==> config.mk <==
export PLATFORM = sky130hd
export DESIGN_NAME = simon_core_param
export DESIGN_NICKNAME = d
export VERILOG_FILES = /design/src/rtl/simon_core_param.sv
export SDC_FILE = /design/constraint.sdc
export NUM_CORES = 2
export LEC_CHECK = 0
export CAP_MARGIN = 10
export CORE_MARGIN = 3
export CORE_UTILIZATION = 30
export DETAILED_ROUTE_END_ITERATION = 12
export SLEW_MARGIN = 20
export SYNTH_ARGS = -nofsm -noshare
export SYNTH_HDL_FRONTEND = slang
export SYNTH_SLANG_ARGS = --single-unit
export TNS_END_PERCENT = 1
==> constraint.sdc <==
create_clock -name clk -period 5.4 [get_ports clk]
set_input_delay 0.54 -clock clk [delete_from_list [all_inputs] [get_ports clk]]
set_output_delay 0.54 -clock clk [all_outputs]
set_load 0.01 [all_outputs]
==> src/rtl/simon_core_param.sv <==
// Iterative SIMON block cipher core for every standard (N, M, T, z) set, one round per clock.
// Latency: T cycles from ldData to doneData; key expansion takes T-M cycles from ldKey to doneKey.
// Backpressure: cipher and doneData hold until readData; key and data requests wait while the other side is busy.
module simon_core_param #(
    parameter int N  = 24,
    parameter int M  = 4,
    parameter int T  = 36,
    parameter int J  = 1,
    parameter int Co = 6
) (
    input  logic             clk,
    input  logic             nR,
    input  logic             newData,
    input  logic             enc_dec,
    input  logic             readData,
    input  logic [2*N-1:0]   plain,
    input  logic             newKey,
    input  logic [M*N-1:0]   key,
    output logic             ldData,
    output logic             doneData,
    output logic             ldKey,
    output logic             doneKey,
    output logic [2*N-1:0]   cipher
);

    localparam bit LEGAL =
        ((N == 16 && M == 4 && T == 32 && J == 0) || (N == 24 && M == 3 && T == 36 && J == 0) ||
         (N == 24 && M == 4 && T == 36 && J == 1) || (N == 32 && M == 3 && T == 42 && J == 2) ||
         (N == 32 && M == 4 && T == 44 && J == 3) || (N == 48 && M == 2 && T == 52 && J == 2) ||
         (N == 48 && M == 3 && T == 54 && J == 3) || (N == 64 && M == 2 && T == 68 && J == 2) ||
         (N == 64 && M == 3 && T == 69 && J == 3) || (N == 64 && M == 4 && T == 72 && J == 4)) &&
        (Co >= $clog2(T + 1));

    if (!LEGAL) begin : g_illegal
        $error("simon_core_param: unsupported (N, M, T, J, Co) combination");
    end

    localparam int AW = $clog2(T);
    localparam logic [Co-1:0] LAST = Co'(T - 1);

    // Bit 61 is sequence index 0 (leftmost).
    localparam logic [61:0] Z0 = 62'b11111010001001010110000111001101111101000100101011000011100110;
    localparam logic [61:0] Z1 = 62'b10001110111110010011000010110101000111011111001001100001011010;
    localparam logic [61:0] Z2 = 62'b10101111011100000011010010011000101000010001111110010110110011;
    localparam logic [61:0] Z3 = 62'b11011011101011000110010111100000010010001010011100110100001111;
    localparam logic [61:0] Z4 = 62'b11010001111001101011011000100000010111000011001010010011101111;
    localparam logic [61:0] ZJ = (J == 0) ? Z0 : (J == 1) ? Z1 : (J == 2) ? Z2 : (J == 3) ? Z3 : Z4;

    typedef enum logic [1:0] {D_IDLE, D_RUN, D_DONE} dstate_t;
    typedef enum logic [1:0] {K_IDLE, K_EXP, K_VALID} kstate_t;

    dstate_t d_st, d_nxt;
    kstate_t k_st, k_nxt;

    logic [N-1:0]  rk [0:T-1];
    logic [N-1:0]  x, y, nx, ny, kr, rk_new, tmp;
    logic          mode;
    logic [Co-1:0] rnd, kc, i3;
    logic [5:0]    zc;
    logic          start_d, start_k;

    function automatic logic [N-1:0] rol(input logic [N-1:0] v, input int s);
        return (v << s) | (v >> (N - s));
    endfunction

    function automatic logic [N-1:0] f(input logic [N-1:0] v);
        return (rol(v, 1) & rol(v, 8)) ^ rol(v, 2);
    endfunction

    // Data wins a tie with a key request; the key load simply waits.
    assign start_d  = (d_st == D_IDLE) && newData && doneKey;
    assign start_k  = (d_st == D_IDLE) && !start_d && newKey && (k_st != K_EXP);
    assign doneData = (d_st == D_DONE);
    assign doneKey  = (k_st == K_VALID);

    always_comb begin
        d_nxt = d_st;
        case (d_st)
            D_IDLE:  if (start_d) d_nxt = D_RUN;
            D_RUN:   if (rnd == LAST) d_nxt = D_DONE;
            D_DONE:  if (readData) d_nxt = D_IDLE;
            default: d_nxt = D_IDLE;
        endcase
    end

    always_comb begin
        k_nxt = k_st;
        case (k_st)
            K_IDLE, K_VALID: if (start_k) k_nxt = K_EXP;
            K_EXP:           if (kc == LAST) k_nxt = K_VALID;
            default:         k_nxt = K_IDLE;
        endcase
    end

    always_comb begin
        kr = rk[AW'(mode ? rnd : (LAST - rnd))];
        nx = y;
        ny = x;
        if (mode) nx = y ^ f(x) ^ kr;
        else      ny = x ^ f(y) ^ kr;
    end

    always_comb begin
        i3     = (M == 4) ? (kc - Co'(3)) : (kc - Co'(1));
        tmp    = rol(rk[AW'(kc - Co'(1))], N - 3);
        if (M == 4) tmp = tmp ^ rk[AW'(i3)];
        tmp    = tmp ^ rol(tmp, N - 1);
        rk_new = ~rk[AW'(kc - Co'(M))] ^ tmp ^ N'(ZJ[6'd61 - zc]) ^ N'(3);
    end

    always_ff @(posedge clk) begin
        if (!nR) begin
            d_st <= D_IDLE;
            k_st <= K_IDLE;
        end else begin
            d_st <= d_nxt;
            k_st <= k_nxt;
        end
    end

    always_ff @(posedge clk) begin
        if (!nR) begin
            ldData <= 1'b0;
            ldKey  <= 1'b0;
            cipher <= '0;
            x      <= '0;
            y      <= '0;
            mode   <= 1'b0;
            rnd    <= '0;
            kc     <= '0;
            zc     <= '0;
        end else begin
            ldData <= start_d;
            ldKey  <= start_k;
            if (start_d) begin
                x    <= plain[2*N-1:N];
                y    <= plain[N-1:0];
                mode <= enc_dec;
                rnd  <= '0;
            end else if (d_st == D_RUN) begin
                x   <= nx;
                y   <= ny;
                rnd <= rnd + Co'(1);
                if (rnd == LAST) cipher <= {nx, ny};
            end
            if (start_k) begin
                kc <= Co'(M);
                zc <= '0;
            end else if (k_st == K_EXP) begin
                kc <= kc + Co'(1);
                zc <= (zc == 6'd61) ? 6'd0 : zc + 6'd1;
            end
        end
    end

    // Round-key table is deliberately unreset; it is rewritten on every key load.
    always_ff @(posedge clk) begin
        if (nR && start_k) begin
            for (int i = 0; i < M; i++) rk[i] <= key[i*N +: N];
        end else if (nR && k_st == K_EXP) begin
            rk[AW'(kc)] <= rk_new;
        end
    end

endmodule

==> qor.yml <==
clock_network:
  clock_sinks: 985
  cts.repair.resized: 0
  h-tree-depth: 3
  cts_buffers: 106
  ctsHoldBuffers: 0
  cts_tree: "built"
  clockBufferDepth: 3
  clkSlewWorstSetupHoldPaths_ps: 70
  cts_root_buf: "clkbuf_16"
  cts_setup_buffers: 0
  insertion_delay_ps: 810
synthesis:
  synthDistinctLibCells: 80
  syn_area_sq_um: 63600
  synth_ff_type: "edfxtp_1"
  ys_seq_area_frac: 0.446
  synth_fp_nets: 5106
  syn_inst: 4941
  synth_seq_cells: 985
  async_reset_ff_frac: 0
  synth_edf_count: 864
  synth_top_cell_by_area: "edfxtp_1"
  synth_area_leaders: "edfxtp_1, mux4_2, mux2i_1"
  ys.warnings.count: 0
  avgSynthCellArea_sq_um: 12.9
  synth_top_area_share: 0.408
route:
  drtIter0Drc: 10700
  vias: 53800
  viasPerCell: 6.69
  dr.pass1.iters: 8
  ant_nets: 0
  wl_per_cell_microns: 38.1
  finalWirelength_microns: 306000
  drc: 0
worst_setup_path:
  cp-start-kind: "flip-flop"
  path_max_fanout: 54
  r2r-start: "kc[2]"
  crit_start: "kc[2]"
  critical_path.n_buffers_inverters: 4
  endpoint_kind: "flip-flop"
  cp.required_ps: 5850
  arrival_ps: 5640
  slowest_delay_ps: 740
  rrSetupSlack_ps: 210
  crit_chain: "inv_2, ha_4, nand2b_1, xnor2_2, buf_12, a21oi_1, o21ai_0, nand4_1, a221oi_1, xor2_1, buf_4, xor3_1, inv_1"
  critPathTopFamily: "buffers and inverters"
  crit_type: "flip-flop to flip-flop"
  cp_slowest_cell: "inv_1"
floorplanning:
  die_w_microns: 466
  rows: 168
  design.die.area_sq_um: 217000
  die_h_microns: 466
  initial_core_util: 0.302
  io_pins: 202
  core_area_sq_um: 210000
grt:
  grt_use_total: 0.272
  first_global_vias: 50500
  grt_max_degree: 124
  antenna_found_initial: 10
  globalRoute.totalOverflow: 0
  grt_pass1_wl_microns: 418000
timing:
  drv_slew: 0
  worstMarginPinSlew_ps: 1260
  final.setup.tns_ps: 0
  rsz0062_at_grt: "false"
  fin_crit_sh: 0.961
  fmax_ghz: 0.193
  skew_ps: 75.5
  hold_viol: 0
  setup_viol: 0
  relSlewSlack: 0.153
  post-route-min-period_ps: 5190
worst_hold_path:
  hp-start: "nR"
  hold_path_class: "primary input to flip-flop"
finish:
  fillers: 20200
  syn2layout_area_growth_pct: 17.5
  final_cell_mix: "edfxtp_1, nand2_1, mux4_2, mux2i_1, buf_4"
  final_common_cell: "edfxtp_1"
  layout-drive-gt1-share: 0.269
  fin_nets: 5288
place:
  port-buffer-count: 201
  hpwl_microns: 206000
  gp_congestion: 1.02
power_and_ir_drop:
  p_leak_uw: 0.0234
  p_total_uw: 24100
  ir_drop_v: 0.000259
  power.density_nw_per_um2: 323
flow_run:
  max_cap_violations: 0
run_status:
  outcome: "complete, no violations"
==> layer usage <==
| metal | up-vias | track usage | wire length, microns | part of all wire |
|---|---|---|---|---|
| li1 | 20300 | - | - | - |
| met1 | 27000 | 0.348 | 109000 | 0.36 |
| met3 | 1151 | 0.118 | 50400 | 0.16 |
| met5 | - | 0.00351 | 228 | 0.00075 |
| met4 | 14 | 0.166 | 23000 | 0.075 |
| met2 | 5329 | 0.376 | 123000 | 0.40 |
==> synthesized netlist by cell type (7+ instances only) <==
| master | number |
|---|---|
| a211oi_1 | 32 |
| a32oi_1 | 25 |
| nand2_1 | 653 |
| a22o_1 | 34 |
| nor3b_1 | 22 |
| mux4_2 | 640 |
| xnor3_1 | 12 |
| a31oi_1 | 32 |
| xor2_1 | 81 |
| edfxtp_1 | 864 |
| o2111ai_1 | 16 |
| a221oi_1 | 52 |
| a21oi_1 | 237 |
| nor2b_1 | 11 |
| nand3_1 | 136 |
| o21ai_0 | 195 |
| nor3_1 | 46 |
| and3_1 | 15 |
| nand2b_1 | 12 |
| nand3b_1 | 9 |
| inv_1 | 19 |
| ha_1 | 15 |
| buf_1 | 53 |
| buf_4 | 42 |
| clkbuf_1 | 205 |
| o221ai_1 | 15 |
| o211ai_1 | 39 |
| xnor2_1 | 142 |
| and2_1 | 8 |
| a222oi_1 | 13 |
| o22ai_1 | 72 |
| mux2i_1 | 279 |
| mux2_2 | 146 |
| a221o_1 | 15 |
| buf_2 | 142 |
| dfxtp_1 | 121 |
| nor4_1 | 9 |
| a22oi_1 | 131 |
| a32o_1 | 8 |
| nand4_1 | 48 |
| a2111oi_0 | 7 |
| o31ai_1 | 7 |
| nor2_1 | 188 |
==> kinds of logic (layout without fill, tap and decap cells) <==
group | Yosys count | count (layout) | share of synthesized area
xor gates and xnor gates | 242 | 242 | 0.0374
DFF | 985 | 985 | 0.446
buffers and inverters | 474 | 745 | 0.0339
AOI/OAI and AO/OA | 975 | 975 | 0.101
muxes | 1068 | 1068 | 0.297
and+or+nand+nor | 1182 | 1182 | 0.0810
adders and majority gates | 15 | 15 | 0.00295
other | 0 | 14 | 0
==> path summary, 6_finish.rpt <==
path         cells after the start    endpoint
max                             13   rk[22][4]
min                              3  cipher[46]
max reg2reg                     13   rk[22][4]
min reg2reg                      2  cipher[38]
==> state kept, by name, summed over array words and instances (netlist names), 6 cells and up <==
name    count
cipher     48
zc          6
y          24
x          24
kc          6
rk        864
rnd         6
==> report_power, final <==
part | internal [uW] | switching [uW] | leakage (uW) | total [uW]
registers | 9980 | 97.9 | 0.00877 | 10100
logic | 1900 | 4080 | 0.0128 | 5980
clock network | 4630 | 3440 | 0.00182 | 8070
total | 16500 | 7620 | 0.0234 | 24100
==> worst reg2reg max path, stage by stage (launching register included) <==
cell      delay, ps
dfxtp_4         680
inv_2           130
ha_4            220
nand2b_1        260
xnor2_2         190
buf_12          370
a21oi_1         200
o21ai_0         260
nand4_1         130
a221oi_1        460
xor2_1          370
buf_4           210
xor3_1          590
inv_1           750
==> layout make-up <==
class,count,area [sq um],share of cell area
inverter,27,104,0.00139
sequential,985,28400,0.380
tap,2805,3510,0.0470
clock buffer,122,2780,0.0372
antenna,14,35.0,0.000469
multi-input combinational,3482,33700,0.451
clock inverter,75,996,0.0133
timing repair buffer,521,5180,0.0694
==> stage by stage <==
stage / hold slack [ps] / std cells / utilization / instance area, sq um / setup slack [ps]
after floorplan: 474 / 4941 / - / 63600 / -303
after global placement: 485 / 7820 / 0.337 / 70900 / 481
after detailed placement: 495 / 7820 / 0.337 / 70900 / 470
after CTS: 158 / 8017 / 0.355 / 74700 / 423
after global routing: 212 / 8017 / 0.355 / 74700 / 94.8
final: 194 / 8031 / 0.355 / 74700 / 208
Note: power is estimated with default switching activity, not from simulation.
